$ cat config.mk
export PLATFORM = sky130hd
export DESIGN_NAME = atm_keypad_frontend_flat
export DESIGN_NICKNAME = d
export VERILOG_FILES = /design/src/rtl/atm_pkg.sv /design/src/rtl/atm_keypad_frontend_if.sv /design/src/rtl/atm_digit_accum.sv /design/src/rtl/atm_keypad_frontend.sv /design/src/flat_wrapper.sv
export SDC_FILE = /design/constraint.sdc
export NUM_CORES = 1
export LEC_CHECK = 0
export CORE_MARGIN = 4
export CORE_UTILIZATION = 47
export CTS_CLUSTER_DIAMETER = 30
export CTS_CLUSTER_SIZE = 20
export DETAILED_ROUTE_END_ITERATION = 12
export GPL_ROUTABILITY_DRIVEN = 0
export GPL_TIMING_DRIVEN = 0
export PLACE_DENSITY = 0.74
export SLEW_MARGIN = 25
export SYNTH_ARGS = -nofsm -noshare
export SYNTH_HDL_FRONTEND = slang
export SYNTH_HIERARCHICAL = 1
export SYNTH_SLANG_ARGS = --single-unit
$ cat constraint.sdc
create_clock -name Clock -period 6.1 [get_ports Clock]
set_input_delay 1.22 -clock Clock [delete_from_list [all_inputs] [get_ports Clock]]
set_output_delay 1.22 -clock Clock [all_outputs]
set_load 0.02 [all_outputs]
$ cat src/rtl/atm_pkg.sv
// Shared types and constants for the ATM keypad front end: state encoding,
// special key codes and the account-field width.
package atm_pkg;

  typedef enum logic [2:0] {
    ID_ENTRY   = 3'd0,
    PASS_ENTRY = 3'd1,
    PRESENT    = 3'd2,
    WAIT_AUTH  = 3'd3,
    SESSION    = 3'd4,
    LOCKED     = 3'd5
  } atm_state_e;

  localparam logic [3:0] KEY_CLEAR = 4'hA;
  localparam logic [3:0] KEY_ENTER = 4'hB;
  localparam int         ACCT_W    = 8;

  function automatic logic is_digit(input logic [3:0] code);
    return code <= 4'd9;
  endfunction

endpackage

$ cat src/rtl/atm_keypad_frontend_if.sv
// Keypad, credential and authentication signals between the ATM controller
// (master) and the keypad front end (slave).
interface atm_keypad_frontend_if;
  import atm_pkg::*;

  logic              KeyValid;
  logic [3:0]        KeyCode;
  logic              CredReady;
  logic              AuthValid;
  logic              AuthFail;
  logic              SessionEnd;
  logic [ACCT_W-1:0] ID;
  logic [ACCT_W-1:0] Password;
  logic              CredValid;
  logic              EntryErr;
  logic              Locked;
  logic [2:0]        TriesLeft;
  logic [2:0]        Stage;

  // Credentials transfer on a rising edge with CredValid && CredReady; ID and
  // Password never change while CredValid is high, and CredValid only drops
  // on an auth failure or the end of the session.
  modport master (
    output KeyValid, KeyCode, CredReady, AuthValid, AuthFail, SessionEnd,
    input  ID, Password, CredValid, EntryErr, Locked, TriesLeft, Stage
  );

  modport slave (
    input  KeyValid, KeyCode, CredReady, AuthValid, AuthFail, SessionEnd,
    output ID, Password, CredValid, EntryErr, Locked, TriesLeft, Stage
  );

endinterface

$ cat src/rtl/atm_digit_accum.sv
// Decimal entry accumulator: up to three digits into a 10-bit value, with a
// synchronous clear and an above-field-range flag.
module atm_digit_accum
  import atm_pkg::*;
(
  input  logic              Clock,
  input  logic              Reset,
  input  logic              clear,
  input  logic              digit_valid,
  input  logic [3:0]        digit,
  output logic [ACCT_W-1:0] value,
  output logic [1:0]        count,
  output logic              overflow
);

  logic [9:0] value_q;
  logic [1:0] count_q;

  // Three digits top out at 999, so the 10-bit product never wraps.
  always_ff @(posedge Clock or posedge Reset) begin
    if (Reset) begin
      value_q <= '0;
      count_q <= '0;
    end else if (clear) begin
      value_q <= '0;
      count_q <= '0;
    end else if (digit_valid && count_q != 2'd3) begin
      value_q <= value_q * 10'd10 + {6'd0, digit};
      count_q <= count_q + 2'd1;
    end
  end

  assign value    = value_q[ACCT_W-1:0];
  assign count    = count_q;
  assign overflow = value_q > 10'd255;

endmodule

$ cat src/rtl/atm_keypad_frontend.sv
// ATM keypad front end: collects ID and password digits, presents them with a
// valid/ready handshake and enforces a failed-attempt lockout.
// Optional idle timeout during entry: define ATM_KEYPAD_TIMEOUT_EN.
module atm_keypad_frontend
  import atm_pkg::*;
#(
  parameter int MAX_TRIES     = 3,
  parameter int LOCK_CYCLES   = 1000,
  parameter int DIGIT_TIMEOUT = 500
) (
  input logic                  Clock,
  input logic                  Reset,
  atm_keypad_frontend_if.slave bus
);

  localparam int               LOCK_W     = (LOCK_CYCLES > 1) ? $clog2(LOCK_CYCLES) : 1;
  localparam logic [LOCK_W-1:0] LOCK_LAST = LOCK_W'(LOCK_CYCLES - 1);
  localparam logic [2:0]       TRIES_INIT = 3'(MAX_TRIES);

  atm_state_e        state_q, state_d;
  logic [ACCT_W-1:0] id_q, id_d, pw_q, pw_d;
  logic [2:0]        tries_q, tries_d;
  logic [LOCK_W-1:0] lock_cnt_q, lock_cnt_d;
  logic              err_q, err_d;

  logic              acc_clear, acc_digit, acc_overflow;
  logic [ACCT_W-1:0] acc_value;
  logic [1:0]        acc_count;
  logic              in_entry, timeout;

  assign in_entry = (state_q == ID_ENTRY) || (state_q == PASS_ENTRY);

  atm_digit_accum u_accum (
    .Clock       (Clock),
    .Reset       (Reset),
    .clear       (acc_clear),
    .digit_valid (acc_digit),
    .digit       (bus.KeyCode),
    .value       (acc_value),
    .count       (acc_count),
    .overflow    (acc_overflow)
  );

`ifdef ATM_KEYPAD_TIMEOUT_EN
  localparam int                IDLE_W    = (DIGIT_TIMEOUT > 1) ? $clog2(DIGIT_TIMEOUT) : 1;
  localparam logic [IDLE_W-1:0] IDLE_LAST = IDLE_W'(DIGIT_TIMEOUT - 1);

  logic [IDLE_W-1:0] idle_q;

  // Saturates at the limit so an empty ID_ENTRY simply keeps waiting.
  always_ff @(posedge Clock or posedge Reset) begin
    if (Reset) begin
      idle_q <= '0;
    end else if (!in_entry || bus.KeyValid || timeout) begin
      idle_q <= '0;
    end else if (idle_q != IDLE_LAST) begin
      idle_q <= idle_q + 1'b1;
    end
  end

  assign timeout = in_entry && !bus.KeyValid && (idle_q == IDLE_LAST) &&
                   ((acc_value != '0) || acc_overflow || (state_q == PASS_ENTRY));
`else
  assign timeout = 1'b0;
`endif

  always_ff @(posedge Clock or posedge Reset) begin
    if (Reset) begin
      state_q    <= ID_ENTRY;
      id_q       <= '0;
      pw_q       <= '0;
      tries_q    <= TRIES_INIT;
      lock_cnt_q <= '0;
      err_q      <= 1'b0;
    end else begin
      state_q    <= state_d;
      id_q       <= id_d;
      pw_q       <= pw_d;
      tries_q    <= tries_d;
      lock_cnt_q <= lock_cnt_d;
      err_q      <= err_d;
    end
  end

  always_comb begin
    state_d    = state_q;
    id_d       = id_q;
    pw_d       = pw_q;
    tries_d    = tries_q;
    lock_cnt_d = '0;
    err_d      = 1'b0;
    acc_clear  = 1'b0;
    acc_digit  = 1'b0;

    // SessionEnd outranks keys and auth results everywhere except LOCKED.
    if (bus.SessionEnd && state_q != LOCKED) begin
      state_d   = ID_ENTRY;
      id_d      = '0;
      pw_d      = '0;
      acc_clear = 1'b1;
      if (state_q == SESSION) tries_d = TRIES_INIT;
    end else begin
      case (state_q)
        ID_ENTRY, PASS_ENTRY: begin
          if (timeout) begin
            state_d   = ID_ENTRY;
            id_d      = '0;
            pw_d      = '0;
            acc_clear = 1'b1;
            err_d     = 1'b1;
          end else if (bus.KeyValid) begin
            if (is_digit(bus.KeyCode)) begin
              acc_digit = 1'b1;
            end else if (bus.KeyCode == KEY_CLEAR) begin
              acc_clear = 1'b1;
            end else if (bus.KeyCode == KEY_ENTER && acc_count != 2'd0) begin
              acc_clear = 1'b1;
              if (acc_overflow) begin
                err_d = 1'b1;
              end else if (state_q == ID_ENTRY) begin
                id_d    = acc_value;
                state_d = PASS_ENTRY;
              end else begin
                pw_d    = acc_value;
                state_d = PRESENT;
              end
            end
          end
        end
        PRESENT: begin
          if (bus.CredReady) state_d = WAIT_AUTH;
        end
        WAIT_AUTH: begin
          if (bus.AuthValid) begin
            if (!bus.AuthFail) begin
              state_d = SESSION;
            end else begin
              tries_d = tries_q - 3'd1;
              id_d    = '0;
              pw_d    = '0;
              state_d = (tries_q == 3'd1) ? LOCKED : ID_ENTRY;
            end
          end
        end
        SESSION: ;
        LOCKED: begin
          if (lock_cnt_q == LOCK_LAST) begin
            state_d = ID_ENTRY;
            tries_d = TRIES_INIT;
          end else begin
            lock_cnt_d = lock_cnt_q + 1'b1;
          end
        end
        default: state_d = ID_ENTRY;
      endcase
    end
  end

  assign bus.ID        = id_q;
  assign bus.Password  = pw_q;
  assign bus.CredValid = (state_q == PRESENT) || (state_q == WAIT_AUTH) || (state_q == SESSION);
  assign bus.EntryErr  = err_q;
  assign bus.Locked    = (state_q == LOCKED);
  assign bus.TriesLeft = tries_q;
  assign bus.Stage     = state_q;

endmodule

$ cat src/flat_wrapper.sv
// flat-port wrapper written by rule: the top's interface ports become plain ports
module atm_keypad_frontend_flat import atm_pkg::*;
#(
  parameter int MAX_TRIES     = 3,
  parameter int LOCK_CYCLES   = 1000,
  parameter int DIGIT_TIMEOUT = 500
)
  (Clock, Reset, bus_KeyValid, bus_KeyCode, bus_CredReady, bus_AuthValid, bus_AuthFail, bus_SessionEnd, bus_ID, bus_Password, bus_CredValid, bus_EntryErr, bus_Locked, bus_TriesLeft, bus_Stage);
  atm_keypad_frontend_if bus_i ();
  input logic Clock;
  input logic Reset;
  input wire logic [$bits(bus_i.KeyValid)-1:0] bus_KeyValid;
  input wire logic [$bits(bus_i.KeyCode)-1:0] bus_KeyCode;
  input wire logic [$bits(bus_i.CredReady)-1:0] bus_CredReady;
  input wire logic [$bits(bus_i.AuthValid)-1:0] bus_AuthValid;
  input wire logic [$bits(bus_i.AuthFail)-1:0] bus_AuthFail;
  input wire logic [$bits(bus_i.SessionEnd)-1:0] bus_SessionEnd;
  output wire logic [$bits(bus_i.ID)-1:0] bus_ID;
  output wire logic [$bits(bus_i.Password)-1:0] bus_Password;
  output wire logic [$bits(bus_i.CredValid)-1:0] bus_CredValid;
  output wire logic [$bits(bus_i.EntryErr)-1:0] bus_EntryErr;
  output wire logic [$bits(bus_i.Locked)-1:0] bus_Locked;
  output wire logic [$bits(bus_i.TriesLeft)-1:0] bus_TriesLeft;
  output wire logic [$bits(bus_i.Stage)-1:0] bus_Stage;
  assign bus_i.KeyValid = bus_KeyValid;
  assign bus_i.KeyCode = bus_KeyCode;
  assign bus_i.CredReady = bus_CredReady;
  assign bus_i.AuthValid = bus_AuthValid;
  assign bus_i.AuthFail = bus_AuthFail;
  assign bus_i.SessionEnd = bus_SessionEnd;
  assign bus_ID = bus_i.ID;
  assign bus_Password = bus_i.Password;
  assign bus_CredValid = bus_i.CredValid;
  assign bus_EntryErr = bus_i.EntryErr;
  assign bus_Locked = bus_i.Locked;
  assign bus_TriesLeft = bus_i.TriesLeft;
  assign bus_Stage = bus_i.Stage;
  atm_keypad_frontend #(.MAX_TRIES(MAX_TRIES), .LOCK_CYCLES(LOCK_CYCLES), .DIGIT_TIMEOUT(DIGIT_TIMEOUT)) u_core (.Clock(Clock), .Reset(Reset), .bus(bus_i));
endmodule
Word-level counts from Yosys, hierarchy flattened
Index checks and enable logic that the tools add are counted.
{"block": "word_totals", "ff_bits": 45, "output_inout_bits": 25, "wordCells": 115}
{"block": "classes", "n_addsub": 4, "mul": 1, "order_cmp": 2, "eq_ne": 24, "mux": 61, "n_reduce_logical": 15}
{"op": "2-to-1 mux 8 bit", "count": 16}
{"op": "2-to-1 mux 10 bit", "count": 5}
{"op": "2-to-1 mux 3 bit", "count": 16}
{"op": "one-hot mux 8 bit (2 select lines)", "count": 2}
{"op": "AND reduction 9 bit", "count": 3}
{"op": "!= test 3 x 2 -> 1 bit, second input constant", "count": 6}
{"op": "2-to-1 mux 1 bit", "count": 17}
{"op": "one-hot mux 3 bit (5 select lines)", "count": 1}
{"op": "adder 10 x 1 -> 10 bit, second input constant", "count": 1}
{"op": "adder 10 x 4 -> 10 bit", "count": 1}
{"op": "== test 10 bit, second input constant", "count": 1}
{"op": "greater-than comparator 10 x 8 -> 1 bit, second input constant", "count": 1}
{"op": "multiplier 10 x 3 -> 9 bit, second input constant", "count": 1}
{"op": "!= test 3 x 1 -> 1 bit, second input constant", "count": 3}
{"op": "!= test 3 bit, second input constant", "count": 3}
{"op": "== test 4 bit, second input constant", "count": 2}
{"op": "== test 3 x 1 -> 1 bit, second input constant", "count": 2}
{"op": "== test 3 x 2 -> 1 bit, second input constant", "count": 2}
{"op": "== test 3 bit, second input constant", "count": 2}
{"op": "2-to-1 mux 2 bit", "count": 3}
{"op": "one-hot mux 3 bit (2 select lines)", "count": 1}
{"op": "nonzero test 3 bit", "count": 2}
{"op": "AND reduction 5 bit", "count": 1}
{"op": "<= comparator 4 bit, second input constant", "count": 1}
{"op": "other kinds (9)", "count": 14}

Depth between registers and ports, before layout
Gate-level depths: netlist (run 1).
{"block": "logic_depth", "ltp_word": 9, "depth_mapped": 8, "ltp_nobuf": 8}

Cells and area by module
The synthesis (run 1) kept the hierarchy.
{"module": "atm_keypad_frontend", "n_inst": 1, "cells_per_inst": 153, "area_per_inst_um2": 1601.5}
{"module": "atm_digit_accum", "n_inst": 1, "cells_per_inst": 98, "area_per_inst_um2": 1029.7}

Worst setup path before layout (run 1)
Ideal clock, no wire load.
{"block": "synth_path", "path_type": "input-to-reg", "startpoint": "input port bus_KeyCode[1]", "endpoint": "register u_core.u_accum.value_q[9]", "arrival_ns": 2.857, "required_ns": 6.024, "slack_ns": 3.166, "cell_stages": 8, "path_buffers": 0, "cell_sequence": "ha_1 -> inv_1 -> fa_1 -> nor2b_1 -> o2111ai_2 -> nor4b_4 -> xnor3_1 -> o21ai_1"}
{"block": "synth_between", "elab_chain_len": 9}
{"item": "start, declared", "line_no": "flat_wrapper.sv:13", "source": "input wire logic [$bits(bus_i.KeyCode)-1:0] bus_KeyCode;"}
{"item": "== test 4 bit", "line_no": "atm_keypad_frontend.sv:116", "source": "end else if (bus.KeyCode == KEY_ENTER && acc_count != 2'd0) begin"}
{"item": "logical AND 1 bit", "line_no": "atm_keypad_frontend.sv:116"}
{"item": "2-to-1 mux 1 bit", "line_no": "atm_keypad_frontend.sv:116"}
{"item": "2-to-1 mux 1 bit", "line_no": "atm_keypad_frontend.sv:114", "source": "end else if (bus.KeyCode == KEY_CLEAR) begin"}
{"item": "2-to-1 mux 1 bit", "line_no": "atm_keypad_frontend.sv:112", "source": "if (is_digit(bus.KeyCode)) begin"}
{"item": "2-to-1 mux 1 bit", "line_no": "atm_keypad_frontend.sv:111", "source": "end else if (bus.KeyValid) begin"}
{"item": "2-to-1 mux 1 bit", "line_no": "atm_keypad_frontend.sv:103", "source": "case (state_q)"}
{"item": "2-to-1 mux 1 bit", "line_no": "atm_keypad_frontend.sv:96", "source": "if (bus.SessionEnd && state_q != LOCKED) begin"}
{"item": "2-to-1 mux 10 bit / nonzero test 2 bit (equally long branches)"}
{"item": "end signal, assigned", "line_no": "atm_digit_accum.sv:28", "source": "value_q <= value_q * 10'd10 + {6'd0, digit};"}
{"item": "end, declared", "line_no": "atm_digit_accum.sv:16", "source": "logic [9:0] value_q;"}
Parallel ways exist; a longest one is shown, timed or not. The select of a mux whose other input is x is not followed.
A chain may end at the register's enable or synchronous reset.

Final worst setup path (run 1)
Same ends and word-level chain as after synthesis.

==> results.sh, run 1 <==
export IMPL_min_path_type="flop to flop"
export IMPL_synthCells=251
export IMPL_worstPathArrival_ns=3.59
export IMPL_grt_setup_unrepaired="false"
export IMPL_pre_cts_ws_ns=2.414
export IMPL_die_area_sq_um=6859
export IMPL_criticalPathCategory="input port to flop"
export IMPL_setup_violations=0
export IMPL_synth_top_area_share_pct=40.89
export IMPL_path_delay_family="adder cells"
export IMPL_clockBufferDepth=2
export IMPL_outcome="finished, final reports clean"
export IMPL_seqPwrFrac_pct=56.9
export IMPL_maxCapViolations=0
export IMPL_dieHeight_um=82.82
export IMPL_cpPeakStageDelay_ns=0.50
export IMPL_fin_tns_setup_ns=0
export IMPL_avgSynthCellArea_sq_um=10.48
export IMPL_final_layout_size_suffix_gt1_share_pct=11.56
export IMPL_n_antenna_cell=0
export IMPL_path_buf_inv=2
export IMPL_swShare_pct=24.57
export IMPL_postSynth_asyncResetShare_pct=100.0
export IMPL_vias=2001
export IMPL_fmax_ghz=0.2972
export IMPL_nets=324
export IMPL_first_global_vias=1928
export IMPL_startpoint_type="input port"
export IMPL_synth_fp_nets=282
export IMPL_setup_slack_ns=2.735
export IMPL_ys_types=57
export IMPL_cts_tree="yes"
export IMPL_cts_root_buf="clkbuf_8"
export IMPL_critical_path_cell_chain="clkdlybuf4s50_1 > ha_1 > inv_1 > fa_1 > nor2b_1 > o2111ai_2 > nor4b_4 > xnor3_1 > o21ai_1"
export IMPL_ios=36
export IMPL_path_max_fanout=3
export IMPL_viasPerCell=5.497
export IMPL_min_period_over_period_pct=55.17
export IMPL_holdBufCountCts=0
export IMPL_clkPwrFrac_pct=33.7
export IMPL_synth_largest_area_cell="dfrtp_1"
export IMPL_drv_slew=0
export IMPL_peakVddDrop_v=0.00009842
export IMPL_skew_ns=0.004194
export IMPL_worstMarginPinSlew_ns=0.6928
export IMPL_comb_power_share_pct=9.4
export IMPL_synth_flop_cell="dfrtp_1"
export IMPL_fin_area_sq_um=3159
export IMPL_n_fill_cell=473
export IMPL_end_kind="flop"
export IMPL_netlist_top_cells_area="dfrtp_1, ha_1, a22o_1"
export IMPL_die_x_um=82.82
export IMPL_seq_area_frac_synth_pct=42.89
export IMPL_io_buffers=35
export IMPL_min_period_ns=3.365
export IMPL_p_sw_w=0.0001313
export IMPL_insertion_delay_ns=0.29
export IMPL_post_dp_hpwl_um=4127
export IMPL_grt_remaining_overflow=0
export IMPL_synth_edf_count=0
export IMPL_syn_to_final_growth_pct=20.07
export IMPL_cts_sinks=45
export IMPL_p_int_w=0.0004032
export IMPL_synth_seq_cells=45
export IMPL_post_cts_buffers=0
export IMPL_rows=26
export IMPL_placedInstanceArea_sq_um=3069
export IMPL_drc=0
export IMPL_coreArea_sq_um=5270
export IMPL_syn_area_sq_um=2631
export IMPL_path_clk_slew_ns=0.08
export IMPL_start_util_pct=49.93
export IMPL_grt_util_all_layers_pct=15.57
export IMPL_grt_max_degree=34
export IMPL_hold_violations=0
export IMPL_cts_resized=0
export IMPL_routedWlPerCell_um=14.65
export IMPL_required_ns=6.33
export IMPL_drt_pass1_iter_count=4
export IMPL_leakagePower_nw=1.384
export IMPL_htreeDepth=2
export IMPL_relSlewSlack_pct=53.33
export IMPL_slowest_stage="clkdlybuf4s50_1"
export IMPL_antenna_found_initial=0
export IMPL_drt_total_wl_um=5333
export IMPL_drt_initial_drc_count=41
export IMPL_grt_pass1_wl_um=8949
export IMPL_cts_buffers=5
export IMPL_ant_nets=0
export IMPL_synth_warnings=6
export IMPL_power_density_nw_per_um2=169.2
-- power by group through the flow --
| stage | clock network [W] | registers, W | logic (W) |
|---|---|---|---|
| 3_3_place_gp | 0 | 0.000310 | 0.0000495 |
| 3_5_place_dp | 0 | 0.000310 | 0.0000505 |
| 2_1_floorplan | 0 | 0.000309 | 0.0000343 |
| 5_1_grt | 0.000199 | 0.000305 | 0.0000574 |
| 4_1_cts | 0.000187 | 0.000304 | 0.0000510 |
| 6_report | 0.000180 | 0.000304 | 0.0000504 |
-- placed cells by master, fill, tap and decap left out, types with 7 or more instances in the layout --
master	count
nand2_1	11
o21ai_0	17
ha_1	18
buf_4	8
dfrtp_1	43
nor2_1	14
a22o_1	20
nor2b_1	7
inv_1	12
a21oi_1	8
clkdlybuf4s50_1	35
-- cell families after synthesis --
| family | Yosys count | synth area share, % |
|---|---|---|
| AO/OA/AOI/OAI | 73 | 20.40 |
| AND/OR/NAND/NOR | 72 | 16.12 |
| flip-flops | 45 | 42.89 |
| XOR/XNOR | 14 | 5.468 |
| adder cells (fa/ha/maj) | 20 | 10.08 |
| buffers and inverters | 27 | 5.041 |
-- cell usage after synthesis (3+ instances only) --
cell / n
nor3_1: 6
nor4_1: 4
a22o_1: 20
nor2b_1: 7
nor2_1: 14
o21ai_0: 17
xnor2_1: 6
a21oi_1: 8
or3_1: 4
xor2_1: 6
inv_1: 13
ha_1: 18
dfrtp_1: 43
or2_2: 3
nand2b_1: 4
clkbuf_1: 5
nand2_1: 11
o21ai_1: 3
nand3_1: 5
buf_4: 8
-- worst register-to-register path: stages, from the launching register on --
cell and delay, ns:
dfrtp_1 0.46, ha_1 0.33, ha_1 0.24, fa_1 0.43
a211oi_1 0.48, o22ai_2 0.18, nor4b_4 0.31, xnor3_1 0.37
o21ai_1 0.12
-- flip-flops by register name (all words and copies together), names as in the netlist --
register / cells
u_core/u_accum/count: 2
u_core/bus.Stage: 3
u_core/bus.Password: 8
u_core/lock_cnt_q: 10
u_core/u_accum/value_q: 10
u_core/bus.EntryErr: 1
u_core/bus.TriesLeft: 3
u_core/bus.ID: 8
-- metrics by stage --
stage / instances / total power [W] / hold WS, ns / utilization [%]
final: 364 / 0.0005345 / 0.4816 / 59.95
after detailed placement: 356 / 0.0003604 / 0.4681 / 58.24
after floorplan: 251 / 0.0003431 / 0.4481 / -
after CTS: 364 / 0.0005422 / 0.4860 / 59.95
after global placement: 356 / 0.0003595 / 0.4670 / 58.24
after global routing: 364 / 0.0005614 / 0.5187 / 59.95
-- per-layer routing --
metal	wire length (um)	part of all wire [%]	vias to the layer above	global-route usage [%]
met4	58	1.1	0	5.498
met2	2519	47	35	25.51
met5	0	0	-	0
met3	198	3.7	4	1.782
li1	-	-	1002	-
met1	2557	48	960	21.36
-- final cells by class --
class	instances	area, sq um	share of cell area [%]
well taps	70	87.58	2.772
multi-input cells	179	1370	43.37
inverters	13	48.80	1.545
clock buffers	5	68.82	2.178
repair buffers	35	350.3	11.09
clock inverters	3	21.27	0.6733
plain buffers	14	83.83	2.653
flip-flops and latches	45	1129	35.72
-- final timing paths --
check,startpoint,end,slack (ns),cells past startpoint
setup / recovery,bus_KeyCode[1],u_core/u_accum/value_q[9]$_DFFE_PP0P_,2.73,9
hold / removal,u_core/u_accum/value_q[9]$_DFFE_PP0P_,u_core/u_accum/value_q[9]$_DFFE_PP0P_,0.48,2
setup reg to reg,u_core/u_accum/value_q[1]$_DFFE_PP0P_,u_core/u_accum/value_q[9]$_DFFE_PP0P_,3.11,8
hold reg to reg,u_core/u_accum/value_q[9]$_DFFE_PP0P_,u_core/u_accum/value_q[9]$_DFFE_PP0P_,0.48,2
max in group asynchronous,Reset,u_core/bus.Stage[0]$_DFFE_PP0P_,4.29,2
min in group asynchronous,Reset,u_core/u_accum/count[1]$_DFFE_PP0P_,1.27,2
Note: power is estimated with default switching activity, not from simulation.
==> run 2: changes to the inputs <==
clock period = 3.15 ns   (was 6.1 ns; I/O delays follow)
==> results of run 2 <==
Same layout as run 1 (identical final DEF). Status: finished, final reports clean.
Among the figures that moved: setup slack after placement 2.414 ns -> 0.05379 ns; setup slack after layout 2.735 ns -> 0.1593 ns; start point of the critical path bus_KeyCode[1] -> u_core/u_accum/value_q[1]$_DFFE_PP0P_; register-to-register setup slack 3.11 ns -> 0.16 ns; total power 0.0005345 W -> 0.001035 W; worst IR drop on VDD 0.00009842 V -> 0.0001906 V
==> run 3: changes to the inputs <==
ABC_AREA = 1   (was default)
PLACE_DENSITY = 0.73   (was 0.74)
==> results.sh, run 3 <==
export IMPL_coreArea_sq_um=6096
export IMPL_path_buf_inv=4
export IMPL_power_density_nw_per_um2=463.3
export IMPL_drv_slew=0
export IMPL_crit_top_cell="nand2_1"
export IMPL_drt_pass1_iter_count=4
export IMPL_postSynth_asyncResetShare_pct=100.0
export IMPL_synth_top_area_share_pct=35.57
export IMPL_cp_depth=12
export IMPL_netlist_top_cells_area="dfrtp_1, nand2_1, ha_1"
export IMPL_drt_initial_drc_count=100
export IMPL_holdBufCountCts=0
export IMPL_final_layout_size_suffix_gt1_share_pct=10.47
export IMPL_critical_path_cell_chain="clkdlybuf4s50_1 > inv_1 > nand2_1 > nor2_1 > nand2_1 > o21ai_0 > nand2_1 > o21ai_0 > inv_1 > nand2_1 > clkinv_1 > a22o_1"
export IMPL_end_kind="flop"
export IMPL_synth_seq_cells=45
export IMPL_insertion_delay_ns=0.30
export IMPL_cts_sinks=45
export IMPL_cts_resized=0
export IMPL_cts_root_buf="clkbuf_8"
export IMPL_grt_max_degree=34
export IMPL_syn_area_sq_um=3025
export IMPL_cts_buffers=5
export IMPL_rows=28
export IMPL_grt_remaining_overflow=0
export IMPL_top_regs="u_core/lock_cnt_q (10), u_core/u_accum/value_q (10)"
export IMPL_start_util_pct=49.63
export IMPL_nets=479
export IMPL_final_cell_mix="nand2_1, dfrtp_1, inv_1"
export IMPL_crit_end="u_core/u_accum/count[1]$_DFFE_PP0P_"
export IMPL_fin_tns_setup_ns=0
export IMPL_avgSynthCellArea_sq_um=7.452
export IMPL_synth_flop_cell="dfrtp_1"
export IMPL_skew_ns=0.01497
export IMPL_worstMarginPinSlew_ns=0.6833
export IMPL_hold_violations=0
export IMPL_relSlewSlack_pct=54.38
export IMPL_slowest_stage="clkdlybuf4s50_1"
export IMPL_r2r_start="u_core/u_accum/value_q[1]$_DFFE_PP0P_"
export IMPL_dieHeight_um=88.23
export IMPL_ys_types=33
export IMPL_syn_to_final_growth_pct=18.36
export IMPL_min_path_type="flop to flop"
export IMPL_synth_most_common_cell="nand2_1"
export IMPL_grt_pass1_wl_um=11510
export IMPL_synth_warnings=6
export IMPL_io_buffers=35
export IMPL_min_period_over_period_pct=77.71
export IMPL_ios=36
export IMPL_setup_violations=0
export IMPL_cts_tree="yes"
export IMPL_path_max_fanout=10
export IMPL_total_power_w=0.001659
export IMPL_ant_nets=0
export IMPL_vias=2678
export IMPL_path_delay_family="buffers and inverters"
export IMPL_hold_path_depth=1
export IMPL_synth_edf_count=0
export IMPL_criticalPathCategory="input port to flop"
export IMPL_antenna_found_initial=0
export IMPL_r2r_cells=10
export IMPL_viasPerCell=5.111
export IMPL_seq_area_frac_synth_pct=37.30
export IMPL_whs_ns=0.4648
export IMPL_clockBufferDepth=2
export IMPL_cpPeakStageDelay_ns=0.46
export IMPL_ff2ff_setup_slack_ns=0.79
export IMPL_drc=0
export IMPL_drt_total_wl_um=6678
export IMPL_worstPathArrival_ns=2.62
export IMPL_path_clk_slew_ns=0.08
export IMPL_grt_setup_unrepaired="false"
export IMPL_post_dp_hpwl_um=5189
export IMPL_grt_util_all_layers_pct=18.51
export IMPL_final_common_cell="nand2_1"
export IMPL_maxCapViolations=0
export IMPL_routedWlPerCell_um=12.74
export IMPL_timing_rr_end="u_core/u_accum/value_q[8]$_DFFE_PP0P_"
export IMPL_synth_fp_nets=437
export IMPL_post_cts_buffers=0
export IMPL_required_ns=3.32
export IMPL_fmax_ghz=0.4085
export IMPL_crit_path_start="bus_KeyCode[2]"
export IMPL_n_antenna_cell=0
export IMPL_leakagePower_nw=1.851
export IMPL_synthCells=406
export IMPL_pre_cts_ws_ns=0.4377
export IMPL_die_x_um=88.23
export IMPL_synth_largest_area_cell="dfrtp_1"
export IMPL_startpoint_type="input port"
export IMPL_first_global_vias=2579
export IMPL_outcome="finished, final reports clean"
export IMPL_die_area_sq_um=7785
export IMPL_peakVddDrop_v=0.0003492
export IMPL_htreeDepth=2
export IMPL_synth_common_cells="nand2_1, dfrtp_1, inv_1"
export IMPL_setup_slack_ns=0.7020
export IMPL_n_fill_cell=583
export IMPL_min_period_ns=2.448
[run 3: cell count changes after synthesis, sizes merged, moves of 5 or more]
cell    previous run  this run
a21oi              8        13
a22o              20         2
clkbuf             5         0
inv               13        50
nand2             11       135
nand3              5        36
nand4              2        10
nor2              15        39
nor2b              7         0
nor3               7         2
o21ai             20        32
or3                5         0
xor2               7         2
[run 3: report_power, final]
part	internal [W]	total [W]	switching [W]
Combinational	0.000207	0.000552	0.000345
Sequential	0.000624	0.000672	0.0000483
Clock	0.000238	0.000435	0.000196
Total	0.00107	0.00166	0.000590
[run 3: logic make-up after synthesis]
| family | synth area share (%) |
|---|---|
| buffers and inverters | 9.181 |
| AND/OR/NAND/NOR | 35.15 |
| XOR/XNOR | 1.158 |
| AO/OA/AOI/OAI | 8.437 |
| flip-flops | 37.30 |
| adder cells (fa/ha/maj) | 8.768 |
[run 3: worst min path at each step]
| stage | from | endpoint | slack [ns] |
|---|---|---|---|
| after floorplan | u_core/lock_cnt_q[0]$_DFF_PP0_ | u_core/lock_cnt_q[0]$_DFF_PP0_ | 0.43 |
| after global placement | u_core/lock_cnt_q[0]$_DFF_PP0_ | u_core/lock_cnt_q[0]$_DFF_PP0_ | 0.44 |
| after detailed placement | u_core/lock_cnt_q[0]$_DFF_PP0_ | u_core/lock_cnt_q[0]$_DFF_PP0_ | 0.45 |
| after CTS | u_core/lock_cnt_q[0]$_DFF_PP0_ | u_core/lock_cnt_q[0]$_DFF_PP0_ | 0.47 |
| after global routing | u_core/lock_cnt_q[0]$_DFF_PP0_ | u_core/lock_cnt_q[0]$_DFF_PP0_ | 0.48 |
| final | u_core/lock_cnt_q[0]$_DFF_PP0_ | u_core/lock_cnt_q[0]$_DFF_PP0_ | 0.46 |
[run 3: per-layer routing]
layer	up-vias	wire length, um	global-route usage [%]
met4	0	55	4.396
met3	7	380	3.445
met2	69	3143	31.07
met5	-	0	0
li1	1389	-	-
met1	1213	3098	24.88
[run 3: final cells by class]
class | instances | area [sq um] | area share [%]
clock inverter | 2 | 38.79 | 1.083
multi-input combinational | 299 | 1619 | 45.21
tap | 75 | 93.84 | 2.621
timing repair buffer | 35 | 350.3 | 9.783
buffer | 10 | 82.58 | 2.306
clock buffer | 6 | 72.57 | 2.027
sequential | 45 | 1129 | 31.52
inverter | 52 | 195.2 | 5.451
[run 3: metrics by stage]
step | instances | instance area (sq um) | utilization [%]
after global placement | 516 | 3470 | 56.92
after global routing | 524 | 3581 | 58.74
final | 524 | 3581 | 58.74
after detailed placement | 516 | 3470 | 56.92
after floorplan | 406 | 3025 | -
after CTS | 524 | 3581 | 58.74
